$ cat config.mk
export PLATFORM = sky130hd
export DESIGN_NAME = fetch_stage_flat
export DESIGN_NICKNAME = d
export VERILOG_FILES = /design/src/rtl/fetch_stage_if.sv /design/src/rtl/fetch_stage.sv /design/src/flat_wrapper.sv
export SDC_FILE = /design/constraint.sdc
export NUM_CORES = 1
export LEC_CHECK = 0
export ABC_AREA = 1
export ABC_CLOCK_PERIOD_IN_PS = 2300
export CORE_MARGIN = 3
export CORE_UTILIZATION = 45
export CTS_CLUSTER_SIZE = 20
export DETAILED_ROUTE_END_ITERATION = 6
export PLACE_DENSITY = 0.72
export SYNTH_ARGS = -nofsm -noshare
export SYNTH_HDL_FRONTEND = slang
export SYNTH_SLANG_ARGS = --single-unit
$ cat constraint.sdc
create_clock -name clk -period 2.3 [get_ports clk]
set_input_delay 0.69 -clock clk [delete_from_list [all_inputs] [get_ports clk]]
set_output_delay 0.69 -clock clk [all_outputs]
set_load 0.01 [all_outputs]
$ cat src/rtl/fetch_stage_if.sv
// Instruction-memory request/response bus between the fetch stage and its memory.
// One request in flight at a time; responses return in order with no back-pressure.
interface fetch_stage_if;
  logic        imem_req_valid;
  logic [31:0] imem_req_addr;
  logic        imem_req_ready;
  logic        imem_resp_valid;
  logic [31:0] imem_resp_data;

  modport master (
    output imem_req_valid,
    output imem_req_addr,
    input  imem_req_ready,
    input  imem_resp_valid,
    input  imem_resp_data
  );

  modport slave (
    input  imem_req_valid,
    input  imem_req_addr,
    output imem_req_ready,
    output imem_resp_valid,
    output imem_resp_data
  );
endinterface

$ cat src/rtl/fetch_stage.sv
// Instruction fetch stage: owns the PC, issues one word-aligned fetch at a time and
// fills the IF/ID register, honouring hazard stalls and branch/jump redirects.
module fetch_stage #(
  parameter logic [31:0] RESET_PC = 32'h0100_0000
) (
  input  logic                clk,
  input  logic                reset,
  input  logic                stall,
  input  logic                redirect_valid,
  input  logic [31:0]         redirect_pc,
  fetch_stage_if.master       imem,
  output logic                if_id_valid,
  output logic [31:0]         if_id_pc,
  output logic [31:0]         if_id_instruction
);

  localparam logic [31:0] NOP = 32'h0000_0013;

  typedef enum logic [1:0] {
    S_REQ,
    S_WAIT,
    S_HOLD
  } state_t;

  state_t      r_state;
  state_t      w_state_nxt;
  logic [31:0] r_pc;
  logic [31:0] w_pc_nxt;
  logic        r_kill;
  logic        w_kill_nxt;
  logic [31:0] r_buf_pc;
  logic [31:0] r_buf_instr;
  logic        w_buf_load;
  logic        r_ifid_valid;
  logic [31:0] r_ifid_pc;
  logic [31:0] r_ifid_instr;
  logic        w_ifid_load;
  logic [31:0] w_ifid_pc_nxt;
  logic [31:0] w_ifid_instr_nxt;

  logic [31:0] w_tgt;
  logic [31:0] w_pc_inc;
  logic        w_accept;

  assign w_tgt    = redirect_pc & ~32'h0000_0003;
  assign w_pc_inc = r_pc + 32'd4;
  assign w_accept = (r_state == S_REQ) && imem.imem_req_ready;

  assign imem.imem_req_valid = (r_state == S_REQ);
  assign imem.imem_req_addr  = r_pc;

  assign if_id_valid       = r_ifid_valid;
  assign if_id_pc          = r_ifid_pc;
  assign if_id_instruction = r_ifid_instr;

  always_comb begin
    w_state_nxt      = r_state;
    w_pc_nxt         = r_pc;
    w_kill_nxt       = r_kill;
    w_buf_load       = 1'b0;
    w_ifid_load      = 1'b0;
    w_ifid_pc_nxt    = r_pc;
    w_ifid_instr_nxt = imem.imem_resp_data;
    case (r_state)
      S_REQ: begin
        if (w_accept) begin
          w_state_nxt = S_WAIT;
          w_kill_nxt  = redirect_valid;
        end
        if (redirect_valid) w_pc_nxt = w_tgt;
      end
      S_WAIT: begin
        if (imem.imem_resp_valid) begin
          // A killed fetch already has pc pointing at the redirect target.
          if (r_kill || redirect_valid) begin
            w_state_nxt = S_REQ;
            if (redirect_valid) w_pc_nxt = w_tgt;
          end else begin
            w_pc_nxt = w_pc_inc;
            if (stall) begin
              w_buf_load  = 1'b1;
              w_state_nxt = S_HOLD;
            end else begin
              w_ifid_load = 1'b1;
              w_state_nxt = S_REQ;
            end
          end
        end else if (redirect_valid) begin
          w_kill_nxt = 1'b1;
          w_pc_nxt   = w_tgt;
        end
      end
      S_HOLD: begin
        if (redirect_valid) begin
          w_pc_nxt    = w_tgt;
          w_state_nxt = S_REQ;
        end else if (!stall) begin
          w_ifid_load      = 1'b1;
          w_ifid_pc_nxt    = r_buf_pc;
          w_ifid_instr_nxt = r_buf_instr;
          w_state_nxt      = S_REQ;
        end
      end
      default: w_state_nxt = S_REQ;
    endcase
  end

  always_ff @(posedge clk) begin
    if (reset) begin
      r_state      <= S_REQ;
      r_pc         <= RESET_PC;
      r_kill       <= 1'b0;
      r_buf_pc     <= '0;
      r_buf_instr  <= NOP;
      r_ifid_valid <= 1'b0;
      r_ifid_pc    <= '0;
      r_ifid_instr <= NOP;
    end else begin
      r_state <= w_state_nxt;
      r_pc    <= w_pc_nxt;
      r_kill  <= w_kill_nxt;
      if (w_buf_load) begin
        r_buf_pc    <= r_pc;
        r_buf_instr <= imem.imem_resp_data;
      end
      // IF/ID priority: redirect flush, then stall hold, then load, else bubble.
      if (redirect_valid) begin
        r_ifid_valid <= 1'b0;
      end else if (!stall) begin
        if (w_ifid_load) begin
          r_ifid_valid <= 1'b1;
          r_ifid_pc    <= w_ifid_pc_nxt;
          r_ifid_instr <= w_ifid_instr_nxt;
        end else begin
          r_ifid_valid <= 1'b0;
        end
      end
    end
  end

  always_ff @(posedge clk) begin
    if (!reset) begin
      resp_only_in_wait: assert (!(imem.imem_resp_valid && (r_state != S_WAIT)));
    end
  end

endmodule
$ cat src/flat_wrapper.sv
// flat-port wrapper written by rule: the top's interface ports become plain ports
module fetch_stage_flat 
#(
  parameter logic [31:0] RESET_PC = 32'h0100_0000
)
  (clk, reset, stall, redirect_valid, redirect_pc, if_id_valid, if_id_pc, if_id_instruction, imem_imem_req_valid, imem_imem_req_addr, imem_imem_req_ready, imem_imem_resp_valid, imem_imem_resp_data);
  fetch_stage_if imem_i ();
  input  logic clk;
  input  logic reset;
  input  logic stall;
  input  logic redirect_valid;
  input  logic [31:0] redirect_pc;
  output logic if_id_valid;
  output logic [31:0] if_id_pc;
  output logic [31:0] if_id_instruction;
  output wire logic [$bits(imem_i.imem_req_valid)-1:0] imem_imem_req_valid;
  output wire logic [$bits(imem_i.imem_req_addr)-1:0] imem_imem_req_addr;
  input wire logic [$bits(imem_i.imem_req_ready)-1:0] imem_imem_req_ready;
  input wire logic [$bits(imem_i.imem_resp_valid)-1:0] imem_imem_resp_valid;
  input wire logic [$bits(imem_i.imem_resp_data)-1:0] imem_imem_resp_data;
  assign imem_imem_req_valid = imem_i.imem_req_valid;
  assign imem_imem_req_addr = imem_i.imem_req_addr;
  assign imem_i.imem_req_ready = imem_imem_req_ready;
  assign imem_i.imem_resp_valid = imem_imem_resp_valid;
  assign imem_i.imem_resp_data = imem_imem_resp_data;
  fetch_stage #(.RESET_PC(RESET_PC)) u_core (.clk(clk), .reset(reset), .stall(stall), .redirect_valid(redirect_valid), .redirect_pc(redirect_pc), .imem(imem_i), .if_id_valid(if_id_valid), .if_id_pc(if_id_pc), .if_id_instruction(if_id_instruction));
endmodule
==> impl_metrics.toml, run 1 <==
[setup_path]
start_kind = "register"
slowest_stage = "clkdlybuf4s50_1"
crit_fanout = 8
crit_family = "buffers and inverters"
cp.required_ns = 1.61
r2r_start = "u_core.r_state[0]"
crit_path_max_incr_delay_ns = 0.61
path_class = "register to output port"
crit_buf_inv = 1
crit_chain = "clkdlybuf4s50_1"
crit_start = "u_core.imem.imem_req_addr[17]"
critPathCaptureType = "output port"
arrival_ns = 1.58

[placement]
dp_hpwl_mm = 15.7
gp_congestion = 0.956
numPortBuffers = 165

[floorplanning]
rows = 46
die_h_um = 136
dieArea_mm2 = 0.0185
coreArea_mm2 = 0.0162
die_x_um = 136
start_util = 0.470
io_pins = 168

[layout]
antenna-diode-count = 0
postLayoutCoreUtil = 0.639
area_delta_synth_final_pct = 36.2
nets = 1317
fill_cells = 1447
seq_area_mm2 = 0.00328
drive_gt1_frac = 0.104
multiInputGateArea_mm2 = 0.00374

[synth]
synthMuxAreaShare = 0
ys_types = 40
synth_fa_ha_area_frac = 0.00824
avgSynthCellArea_um2 = 7.05
synth_edf_count = 0
syn-num-nets = 1152
synth_most_common_cell = "nand2_1"
async_flop_share = 0
synthSimpleGateAreaFrac = 0.248
syn-cell-area_mm2 = 0.00759
yosysWarnings = 0
synth.largest_area_cell = "dfxtp_1"
synth_compound_area_frac = 0.228
ys_seq_area_frac = 0.432
synth_xor_area_frac = 0.00923
ys_ff_latch = 164
syn-instance-count = 1077
synth_top_flop_cell = "dfxtp_1"
synth_top_area_frac = 0.432
netlist_top_cells_area = "dfxtp_1, nand2_1, a21oi_1, o21ai_0, a31oi_1"
yosys-top-cells-count = "nand2_1, dfxtp_1, a21oi_1"
synth_top_family_by_area = "simple AND/OR/NAND/NOR gates"

[route]
drcViolationCount = 0
wirelength_mm = 22.6
via_count = 7723
drt-pass1-iter-count = 5
drtIter0Drc = 452
antenna_left = 0
avgRoutedWirePerCell_um = 15.4
viasPerCell = 5.25

[clock_tree]
clkSinkCount = 164
clkTransAtPathRegs_ns = 0.07
clock_latency_ns = 0.42
clockBufferDepth = 2
cts_tree = "built"
cts_hold_buf = 0
cts_root_buf = "clkbuf_16"
cts_buffers = 17
htreeDepth = 4

[grt]
grt_max_degree = 65
track_usage = 0.246
grt_first_pass_wirelength_mm = 36.8
grt_pass1_vias = 7261
overflow = 0
antenna_found_initial = 0

[timing]
period_minus_slack_ns = 2.27
hold_ws_ns = 0.462
rsz0062_at_grt = "no"
finalHoldViolations = 0
maxSlewViolCount = 0
worstMarginPinSlew_ns = 0.775
slew-limit-headroom = 0.483
finClkSkew_ns = 0.00712
finalSetupViolCount = 0
timing.final.crit_share = 0.985
max_freq_ghz = 0.441

[power]
cellPowerDensity_mw_per_mm2 = 802
p_leak_nw = 3.90
vdd_drop_max_mv = 0.613

[worst_hold_path]
hp-start = "u_core.r_buf_instr[13]"
holdCritPathClass = "register to register"

[run_status]
status = "finished clean"

[flow_run]
drv_cap = 0
[layout by cell type (no fill, tap or decap), types with 2 or more instances in the layout]
cell type / n
a22oi_1: 4
xor2_1: 8
nor3_2: 4
nand3_1: 18
bufinv_16: 4
a31oi_1: 62
clkdlybuf4s50_1: 163
buf_12: 11
a32oi_1: 3
clkbuf_16: 17
nor2_2: 9
nand2_2: 7
inv_6: 4
o211ai_1: 12
nor3_1: 6
clkinv_2: 2
nor2_1: 62
nor2_4: 2
o21ai_1: 25
a22o_1: 7
clkinvlp_4: 2
nand2_4: 2
inv_2: 9
buf_4: 48
nand2_1: 351
o21ai_0: 86
dfxtp_1: 163
ha_1: 4
or2_2: 2
inv_1: 37
a21oi_1: 102
[cell type report]
cell class / count / area share
Inverter: 48 / 0.0175
Multi-Input combinational cell: 787 / 0.362
Clock buffer: 18 / 0.0425
Timing Repair Buffer: 224 / 0.215
Clock inverter: 13 / 0.0189
Sequential cell: 164 / 0.318
Tap cell: 216 / 0.0261
[registers in the layout, summed over array words and instances (netlist names)]
signal                     cells
u_core.imem.imem_req_addr     32
u_core.r_buf_instr            32
u_core.if_id_pc               32
u_core.if_id_instruction      32
u_core.if_id_valid             1
u_core.r_state                 2
u_core.r_buf_pc               32
u_core.r_kill                  1
[logic make-up after synthesis]
logic type / after synthesis
AOI/OAI and AO/OA: 309
xor gates and xnor gates: 8
adders and majority gates: 5
buffers and inverters: 126
DFF: 164
and+or+nand+nor: 465
[through the flow]
step                setup WS (ns)  power [mW]  TNS (ns)  cell area, um2  cells
global route              0.00801        8.69         0           10300   1470
floorplan                   0.555        4.34         0            7590   1077
finish                     0.0335        8.30         0           10300   1470
global placement          -0.0702        5.25     -1.51            9710   1439
CTS                        0.0163        8.34         0           10300   1470
detailed placement         -0.157        5.27     -5.24            9710   1439
[per-layer routing]
metal	wire, um	share of wire	GRT usage	up-vias
met5	0	0	0	-
met4	293	0.013	0.0700	0
met3	1470	0.065	0.0514	22
met2	10700	0.48	0.406	231
met1	10100	0.45	0.327	3547
li1	-	-	-	3923
[report_power, final]
part	internal [mW]	total, mW	switching (mW)	leakage, nW
Sequential	3.04	3.22	0.176	1.33
Combinational	0.863	2.00	1.14	2.26
Clock	1.86	3.07	1.21	0.306
[path summary, 6_finish.rpt]
check	endpoint	cells past startpoint	slack, ns
max	imem_imem_req_addr[17]	1	0.03
min	u_core.r_buf_instr[13]	2	0.46
max reg2reg	u_core.imem.imem_req_addr[10]	12	0.37
min reg2reg	u_core.r_buf_instr[13]	2	0.46
[timing repair]
action	in CTS	in global routing
resized for setup	1	1
pin swaps	0	0
hold endpoints to repair	0	0
endpoints found under the setup margin	1	1
setup buffers	0	0
Power figures use the tool's default switching activity.
==> run 2: changes to the inputs <==
- CAP_MARGIN: unset -> 20
==> results of run 2 <==
No change in the layout: final DEF, timing and power equal those of run 1.
==> run 3: changes to the inputs <==
- DONT_BUFFER_PORTS: unset -> 1
- PLACE_DENSITY: 0.72 -> unset
==> run 3 against run 2 <==
Effect of this change:
- sequential power rose by 4%
- routed wire length fell by 1.2%
- clock skew grew 0.0064 ns
- combinational power is 32% lower
- fmax rose by 7.0%
- final area down 18%
- clock-buffer cell count rose by 3
==> impl_metrics.toml, run 3 (synthesis gave the netlist of run 1 again) <==
[layout]
final_common_cell = "nand2_1"
fin_cells = 1279
drive_gt1_frac = 0.0952
nets = 1123
area_delta_synth_final_pct = 11.2
final_cell_mix = "nand2_1, dfxtp_1, a21oi_1"

[run_status]
status = "finished clean"

[setup_path]
r2r_end = "u_core.imem.imem_req_addr[23]"
cp.required_ns = 2.61
reg2regPathDepth = 11
rrSetupSlack_ns = 0.18
arrival_ns = 2.43
start_kind = "register"
crit_start = "u_core.r_state[0]"
critPathCaptureType = "register"
crit_path_end = "u_core.imem.imem_req_addr[23]"
crit_fanout = 10
r2r_start = "u_core.r_state[0]"
path_class = "register to register"

[clock_tree]
cts_root_buf = "clkbuf_16"
postCtsSetupBuffers = 0
clockBufferDepth = 2
cts_hold_buf = 0
clkSinkCount = 164
htreeDepth = 4
clkTransAtPathRegs_ns = 0.07
cts_tree = "built"
clock_latency_ns = 0.43
cts_resized = 0
cts_buffers = 17

[placement]
dp_hpwl_mm = 14.9
numPortBuffers = 0
dp.cells = 1245
gp_congestion = 0.923

[floorplanning]
io_pins = 168
start_util = 0.470
coreArea_mm2 = 0.0162
rows = 46
die_h_um = 136
die_x_um = 136
dieArea_mm2 = 0.0185

[timing]
max_freq_ghz = 0.472
period_minus_slack_ns = 2.12
slew-limit-headroom = 0.640
finalSetupViolCount = 0
worstMarginPinSlew_ns = 0.537
finalHoldViolations = 0
maxSlewViolCount = 0
hold_ws_ns = 0.340
timing.final.crit_share = 0.921
finClkSkew_ns = 0.0135

[power]
p_leak_nw = 3.13
power_mw = 7.71
vdd_drop_max_mv = 0.572
cellPowerDensity_mw_per_mm2 = 913

[grt]
antenna_found_initial = 1
overflow = 0
grt_pass1_vias = 6671
track_usage = 0.241
grt_first_pass_wirelength_mm = 35.4
grt_max_degree = 66

[route]
viasPerCell = 5.49
drcViolationCount = 0
avgRoutedWirePerCell_um = 17.5
drt-pass1-iter-count = 5
via_count = 7025
drtIter0Drc = 482
antenna_left = 0
wirelength_mm = 22.3

[flow_run]
drv_cap = 0

[worst_hold_path]
holdCritPathClass = "input port to register"
==> run 3: final cells by class <==
cell class / instances / area (um2)
Clock buffer: 21 / 470
Sequential cell: 164 / 3280
Tap cell: 216 / 270
Clock inverter: 11 / 150
Fill cell: 1681 / 7730
Multi-Input combinational cell: 787 / 3750
Timing Repair Buffer: 30 / 338
Antenna cell: 2 / 5.00
Inverter: 48 / 181
==> run 3: power by group <==
part	switching (mW)	leakage, nW	total (mW)	internal [mW]
logic	0.910	1.50	1.36	0.453
clock network	1.20	0.300	3.00	1.80
registers	0.305	1.33	3.35	3.04
total	2.41	3.13	7.71	5.30
==> run 3: worst min path at each step <==
stage | slack [ns] | to | cells past startpoint | from
finish | 0.34 | u_core.r_buf_instr[23] | 1 | reset
global route | 0.31 | u_core.r_buf_instr[24] | 1 | reset
CTS | 0.32 | u_core.r_buf_pc[8] | 1 | reset
detailed placement | 0.45 | u_core.r_buf_instr[26] | 2 | u_core.r_buf_instr[26]
global placement | 0.45 | u_core.r_buf_instr[5] | 2 | u_core.r_buf_instr[5]
floorplan | 0.44 | u_core.r_buf_instr[0] | 2 | u_core.r_buf_instr[0]
==> run 3: metal layers <==
metal	wire length, um	global-route usage	up-vias
li1	-	-	3543
met1	9960	0.319	3222
met2	10100	0.377	230
met3	1860	0.0729	30
met4	414	0.0767	0
met5	0	0	-
==> run 3: stage by stage <==
stage	setup slack (ns)	TNS, ns	cell area, um2	util
finish	0.183	0	8440	0.522
global route	-0.00708	-0.00708	8440	0.522
CTS	0.163	0	8440	0.522
detailed placement	0.179	0	7820	0.483
global placement	0.194	0	7820	0.483
floorplan	0.555	0	7590	-
==> run 3: worst max-delay path: stages, from the launching register on <==
cell and delay, ns:
dfxtp_1 0.37, inv_1 0.09, ha_1 0.30, inv_1 0.10, nand2_1 0.06, nor2_1 0.17, buf_4 0.25, nand2_4 0.12
nor2_2 0.27, nand3_1 0.11, o311ai_0 0.10, inv_1 0.07
